## config.mk

```make
export PLATFORM = sky130hd
export DESIGN_NAME = bus_dest_loader
export DESIGN_NICKNAME = d
export VERILOG_FILES = /design/src/rtl/bus_dest_loader.sv
export SDC_FILE = /design/constraint.sdc
export NUM_CORES = 1
export LEC_CHECK = 0
export ABC_CLOCK_PERIOD_IN_PS = 3800
export CAP_MARGIN = 10
export CORE_UTILIZATION = 53
export CTS_BUF_LIST = sky130_fd_sc_hd__clkbuf_4 sky130_fd_sc_hd__clkbuf_8
export CTS_CLUSTER_SIZE = 40
export DETAILED_ROUTE_END_ITERATION = 16
export GPL_TIMING_DRIVEN = 0
export PLACE_DENSITY_LB_ADDON = 0.2
export SETUP_SLACK_MARGIN = 0.15
export SKIP_CTS_REPAIR_TIMING = 1
export SYNTH_ARGS = -nofsm -noshare
export SYNTH_HDL_FRONTEND = slang
export SYNTH_SLANG_ARGS = --single-unit
```

## constraint.sdc

```tcl
create_clock -name CLK -period 3.8 [get_ports CLK]
set_input_delay 1.14 -clock CLK [delete_from_list [all_inputs] [get_ports CLK]]
set_output_delay 1.14 -clock CLK [all_outputs]
set_load 0.02 [all_outputs]
```

## src/rtl/bus_dest_loader.sv

```systemverilog
// Destination side of the common-bus datapath: captures a bus word under a
// four-phase REQ/ACK handshake and loads, increments or clears one of R0-R3.
module bus_dest_loader #(
  parameter int size = 32
) (
  input  logic            CLK,
  input  logic            RST_N,
  input  logic [size-1:0] BUS,
  input  logic            D0,
  input  logic            D1,
  input  logic [1:0]      OP,
  input  logic            LD_REQ,
  output logic            LD_ACK,
  output logic            BUSY,
  output logic [size-1:0] R0,
  output logic [size-1:0] R1,
  output logic [size-1:0] R2,
  output logic [size-1:0] R3,
  output logic            OVF,
  output logic            ERR
);

  typedef enum logic [1:0] {
    IDLE = 2'd0,
    EXEC = 2'd1,
    DONE = 2'd2
  } state_t;

  localparam logic [1:0] OP_LOAD = 2'b00;
  localparam logic [1:0] OP_INC  = 2'b01;
  localparam logic [1:0] OP_CLR  = 2'b10;
  localparam logic [1:0] OP_RSVD = 2'b11;

  state_t          state_q, state_d;
  logic [size-1:0] bus_hold_q, bus_hold_d;
  logic [1:0]      dst_hold_q, dst_hold_d;
  logic [1:0]      op_hold_q, op_hold_d;
  logic [size-1:0] regs_q [4];
  logic [size-1:0] regs_d [4];
  logic            ovf_q, ovf_d;
  logic            err_q, err_d;
  logic            ack_q, ack_d;
  logic            busy_q, busy_d;

  logic [size-1:0] sel_val;
  logic [size-1:0] inc_val;
  logic [size-1:0] new_val;
  logic            sel_all_ones;
  logic            exec_write;
  logic [3:0]      wr_en;

  // Datapath operates only on the held copies, so bus/select changes after
  // capture cannot leak into the transfer in progress.
  always_comb begin
    sel_val      = regs_q[dst_hold_q];
    inc_val      = sel_val + {{(size-1){1'b0}}, 1'b1};
    sel_all_ones = &sel_val;
    exec_write   = (state_q == EXEC) && (op_hold_q != OP_RSVD);
    case (op_hold_q)
      OP_LOAD: new_val = bus_hold_q;
      OP_INC:  new_val = inc_val;
      default: new_val = '0;
    endcase
  end

  generate
    for (genvar gi = 0; gi < 4; gi++) begin : g_dst
      assign wr_en[gi] = exec_write && (dst_hold_q == 2'(gi));
      always_comb begin
        regs_d[gi] = wr_en[gi] ? new_val : regs_q[gi];
      end
    end
  endgenerate

  always_comb begin
    state_d    = state_q;
    bus_hold_d = bus_hold_q;
    dst_hold_d = dst_hold_q;
    op_hold_d  = op_hold_q;
    ovf_d      = ovf_q;
    err_d      = err_q;
    ack_d      = ack_q;
    busy_d     = busy_q;
    case (state_q)
      IDLE: begin
        if (LD_REQ) begin
          bus_hold_d = BUS;
          dst_hold_d = {D1, D0};
          op_hold_d  = OP;
          state_d    = EXEC;
          busy_d     = 1'b1;
          ack_d      = 1'b0;
        end
      end
      EXEC: begin
        state_d = DONE;
        ack_d   = 1'b1;
        busy_d  = 1'b1;
        if (op_hold_q == OP_INC && sel_all_ones) begin
          ovf_d = 1'b1;
        end
        if (op_hold_q == OP_RSVD) begin
          err_d = 1'b1;
        end
      end
      DONE: begin
        if (!LD_REQ) begin
          state_d = IDLE;
          ack_d   = 1'b0;
          busy_d  = 1'b0;
        end
      end
      default: begin
        state_d = IDLE;
        ack_d   = 1'b0;
        busy_d  = 1'b0;
      end
    endcase
  end

  always_ff @(posedge CLK) begin
    if (!RST_N) begin
      state_q    <= IDLE;
      bus_hold_q <= '0;
      dst_hold_q <= '0;
      op_hold_q  <= '0;
      ovf_q      <= 1'b0;
      err_q      <= 1'b0;
      ack_q      <= 1'b0;
      busy_q     <= 1'b0;
      for (int i = 0; i < 4; i++) begin
        regs_q[i] <= '0;
      end
    end else begin
      state_q    <= state_d;
      bus_hold_q <= bus_hold_d;
      dst_hold_q <= dst_hold_d;
      op_hold_q  <= op_hold_d;
      ovf_q      <= ovf_d;
      err_q      <= err_d;
      ack_q      <= ack_d;
      busy_q     <= busy_d;
      for (int i = 0; i < 4; i++) begin
        regs_q[i] <= regs_d[i];
      end
    end
  end

  assign LD_ACK = ack_q;
  assign BUSY   = busy_q;
  assign OVF    = ovf_q;
  assign ERR    = err_q;
  assign R0     = regs_q[0];
  assign R1     = regs_q[1];
  assign R2     = regs_q[2];
  assign R3     = regs_q[3];

endmodule
```

# ---- Word-level counts from Yosys, hierarchy flattened
# Memories as Yosys holds them, arrays and structs flattened. A register that Yosys moved wholly into a read port is not among the register bits.
# Index checks and enable logic that the tools add are counted.
dict set report word_totals {
  regBits 42
  latch_bits 0
  ramBits 128
  rom_bits 0
  input_bits 39
  out_inout_bits 132
  memories 1
}
# name words word_bits rd rd_clocked_by_memory_dff write_ports line_no
set memory_table {}
lappend memory_table {regs_q 4 32 5 1 4 38} ;# logic [size-1:0] regs_q [4];
dict set report classes {
  n_addsub 1
  mul 0
  div 0
  n_lt_le_gt_ge 0
  n_eq_ne 10
  n_shift 0
  n_mux 21
  bitwise_logic 4
  reduce_logical 14
}
# operator count
set ops {}
lappend ops {{32-bit two-way mux} 8}
lappend ops {{32-bit case mux with 2 select lines} 1}
lappend ops {{32-bit by 1-bit adder with 32-bit output (second input constant)} 1}
lappend ops {{32-bit AND reduction} 1}
lappend ops {{2-bit equality test (second input constant)} 4}
lappend ops {{2-bit two-way mux} 4}
lappend ops {{2-bit AND reduction} 4}
lappend ops {{2-bit by 1-bit equality test with 1-bit output (second input constant)} 3}
lappend ops {{1-bit logical AND} 6}
lappend ops {{2-bit logical NOT} 3}
lappend ops {{2-bit != test (second input constant)} 3}
lappend ops {{1-bit case mux with 3 select lines} 2}
lappend ops {{2-bit case mux with 3 select lines} 1}
lappend ops {{1-bit two-way mux} 5}
lappend ops {{1-bit bitwise OR} 4}

# ---- Longest topological paths before layout
dict set report depth {
  ltp_word 5
  ltp_mapped 11
  mapped_depth_nobuf 7
}

# ---- Least setup slack after synthesis
# OpenSTA, ideal clock, no wires.
dict set report synth_timing {
  kind {reg-to-reg}
  start {register with a tool-made name}
  end {memory regs_q[1][26]}
  arrival_time_ns 2.543
  t_required_ns 3.683
  setup_slack_ns 1.140
  stages_incl_launch_ff 12
  path_buffers 4
  cell_sequence {dfxtp_1 buf_6 buf_12 buf_12 mux4_2 ha_1 and4_1 nand2_2 buf_6 nor4_2 mux2_4 a32o_1}
}
# element line_no
set synth_lines {}
lappend synth_lines {{end: declaration} 38}

==> results.sh <==
export IMPL_outcome="finished clean"
export IMPL_grt_pass1_wl_um=42500
export IMPL_synth_area_leader_cell="dfxtp_1"
export IMPL_cts_htree_levels=4
export IMPL_ys_ff_latch=171
export IMPL_p_per_area_nw_per_um2=353
export IMPL_die_area_sq_um=16300
export IMPL_grt_usage=0.347
export IMPL_routedWlPerCell_um=21.4
export IMPL_wl_um=27900
export IMPL_numCtsBuffers=17
export IMPL_setup_viol=0
export IMPL_max_stage_delay_ns=0.49
export IMPL_drt_iter0_drc=1095
export IMPL_synth_area_per_cell_sq_um=9.40
export IMPL_tightest_slew_ns=0.968
export IMPL_grt_max_degree=17
export IMPL_drive_gt1_frac=0.0778
export IMPL_hold_viol_final=0
export IMPL_yosysSeqAreaShare=0.408
export IMPL_hpwl_um=20300
export IMPL_worstPathMaxFanout=10
export IMPL_final_setup_worst_slack_ns=0.613
export IMPL_endpoint="regs_q[0][30]"
export IMPL_drt_pass1_iterations=6
export IMPL_fin_area_sq_um=10800
export IMPL_n_antenna_cell=0
export IMPL_min_period_ns=3.19
export IMPL_crit_family="simple AND/OR/NAND/NOR gates"
export IMPL_pre_cts_ws_ns=0.558
export IMPL_crit_chain="clkbuf_8 -> clkbuf_8 -> mux4_2 -> ha_1 -> and4_1 -> nand2_2 -> buf_6 -> nor4_2 -> mux2_4 -> a32o_1"
export IMPL_rsz0062_at_grt="false"
export IMPL_gr_total_overflow=0
export IMPL_placed_area_sq_um=10300
export IMPL_crit_cells=10
export IMPL_async_flop_share=0
export IMPL_cts_buffer_depth=2
export IMPL_ys_top_cells_by_area="dfxtp_1, a32o_1, nand2_1"
export IMPL_worstPathRequired_ns=4.16
export IMPL_pin_count=171
export IMPL_cts_tree="built"
export IMPL_ant_nets=0
export IMPL_clkLatencyLatePin_ns=0.47
export IMPL_max_clock_freq_mhz=314
export IMPL_start_util=0.547
export IMPL_rr_endpoint="regs_q[0][30]"
export IMPL_timing_max_cap_violations=0
export IMPL_root_buffer="clkbuf_8"
export IMPL_vdd_drop_max_uv=246
export IMPL_clock_skew_ns=0.0147
export IMPL_drv_slew=0
export IMPL_rows=45
export IMPL_clk_pin_slew_ns=0.09
export IMPL_ys_warn_count=0
export IMPL_gp_congestion=0.961
export IMPL_die_w_um=128
export IMPL_core_area_sq_um=15300
export IMPL_end_kind="flip-flop"
export IMPL_post_route_util=0.705
export IMPL_hp_class="reg -> reg"
export IMPL_avgViaCountPerCell=6.35
export IMPL_period_share=0.839
export IMPL_place_port_buffers=169
export IMPL_slowest_stage="dfxtp_1"
export IMPL_netlist_area_sq_um=8380
export IMPL_area_delta_synth_final_pct=28.8
export IMPL_clock_sinks=171
export IMPL_die_h_um=128
export IMPL_drc=0
export IMPL_criticalPathCategory="reg -> reg"
export IMPL_ys_flop_type="dfxtp_1"
export IMPL_relSlewSlack=0.348
export IMPL_leakagePower_nw=3.60
export IMPL_rr_worst_depth=10
export IMPL_num_vias=8269
export IMPL_grt_pass1_vias=7674
export IMPL_synth_cells=892
export IMPL_yosysUniqueCellTypes=65
export IMPL_critPathBufInv=3
export IMPL_synth_nets=932
export IMPL_finalSetupTns_ns=0
export IMPL_synth_edff_count=0
export IMPL_fin_nets=1120
export IMPL_critPathArrivalTime_ns=3.55
export IMPL_crit_path_frequent_cell="clkbuf_8"
export IMPL_antenna_found_initial=0
export IMPL_start_kind="flip-flop"
export IMPL_yosysTopAreaCellShare=0.408
export IMPL_ff2ff_setup_slack_ns=0.61
## power breakdown
group	internal, mW	switching [mW]
Combinational	0.176	0.288
Clock	0.811	0.673
Sequential	1.83	0.0339
## cells by family after synthesis
logic type / after synthesis / share of synthesized area
flops: 171 / 0.408
buf+inv: 77 / 0.0536
compound gates: 224 / 0.213
xor+xnor: 7 / 0.00731
simple gates: 374 / 0.213
mux: 38 / 0.104
fa+ha+maj: 1 / 0.00149
## sequential cells by signal (all words and copies together), names as in the netlist, named ones only
signal / cells
op_hold_q: 2
bus_hold_q: 32
regs_q: 128
OVF: 1
dst_hold_q: 2
BUSY: 1
ERR: 1
state_q: 2
## through the flow
| step | hold WS [ns] | total power, mW | cells |
|---|---|---|---|
| after detailed placement | 0.455 | 2.36 | 1272 |
| after floorplan | 0.440 | 2.17 | 892 |
| after global routing | 0.488 | 3.91 | 1303 |
| final | 0.466 | 3.81 | 1303 |
| after global placement | 0.449 | 2.35 | 1272 |
| after CTS | 0.467 | 3.80 | 1303 |
## synth_stat cells (2+ instances only)
library cell / n
a211oi_1: 3
a21boi_0: 68
a21boi_1: 9
a22oi_1: 4
a311oi_2: 2
a31o_1: 2
a31oi_1: 3
a32o_1: 65
and2_1: 8
and3_1: 2
and4_1: 6
buf_1: 3
buf_12: 2
buf_6: 3
clkbuf_1: 52
clkbuf_8: 10
dfxtp_1: 171
inv_1: 5
mux2_4: 4
mux2i_1: 2
mux4_1: 18
mux4_2: 13
nand2_1: 163
nand2b_1: 8
nand3_1: 44
nand3b_1: 4
nand4_1: 7
nand4b_4: 2
nor2_1: 88
nor2b_1: 9
nor3_1: 5
nor4_1: 4
nor4_2: 4
o21a_1: 2
o21ai_0: 33
o31ai_1: 23
or3_1: 4
or4_1: 5
xnor2_1: 2
xor2_1: 5
## how the worst min path moves through the flow
stage,startpoint,endpoint,slack (ns),cells past startpoint
5_1_grt,OVF,OVF,0.49,1
3_3_place_gp,bus_hold_q[10],bus_hold_q[10],0.45,2
4_1_cts,bus_hold_q[10],bus_hold_q[10],0.47,2
2_1_floorplan,bus_hold_q[22],bus_hold_q[22],0.44,2
6_report,bus_hold_q[20],bus_hold_q[20],0.47,2
3_5_place_dp,bus_hold_q[10],bus_hold_q[10],0.46,2
## worst register-to-register path: cells and delay by family, from the launching register on
kind / cells / cell delay [ns]
buf+inv: 3 / 0.66
mux: 2 / 0.64
fa+ha+maj: 1 / 0.29
flops: 1 / 0.49
compound gates: 1 / 0.22
simple gates: 3 / 0.81
## cell usage in the layout (no fill, tap or decap), types with 5 or more instances in the layout
cell / count
and4_1: 6
nand4_1: 7
o21ai_0: 33
mux4_1: 18
bufinv_16: 5
a21boi_0: 68
clkdlybuf4s50_1: 169
nand2b_1: 8
a32o_1: 65
mux4_2: 13
xor2_1: 5
nor3_1: 5
clkbuf_1: 52
and2_1: 8
clkbuf_8: 28
dfxtp_1: 171
a21boi_1: 9
nand2_1: 163
nand3_1: 44
nor2_1: 88
or4_1: 5
o31ai_1: 23
inv_1: 5
nor2b_1: 9
## metal layers
layer  vias up  global-route usage  wire length (um)
li1       3675                   -                 -
met5         -                   0                 0
met4         0               0.144               937
met3        99              0.0839              3430
met1      3923               0.472             11000
met2       572               0.530             12500
## cell type report
class,count,area [sq um]
flip-flops and latches,171,3420
multi-input cells,644,4510
inverters,5,18.8
well taps,211,264
clock inverters,11,193
clock buffers,20,263
repair buffers,169,1690
fillers,1244,4520
plain buffers,72,430
Note: power is estimated with default switching activity, not from simulation.
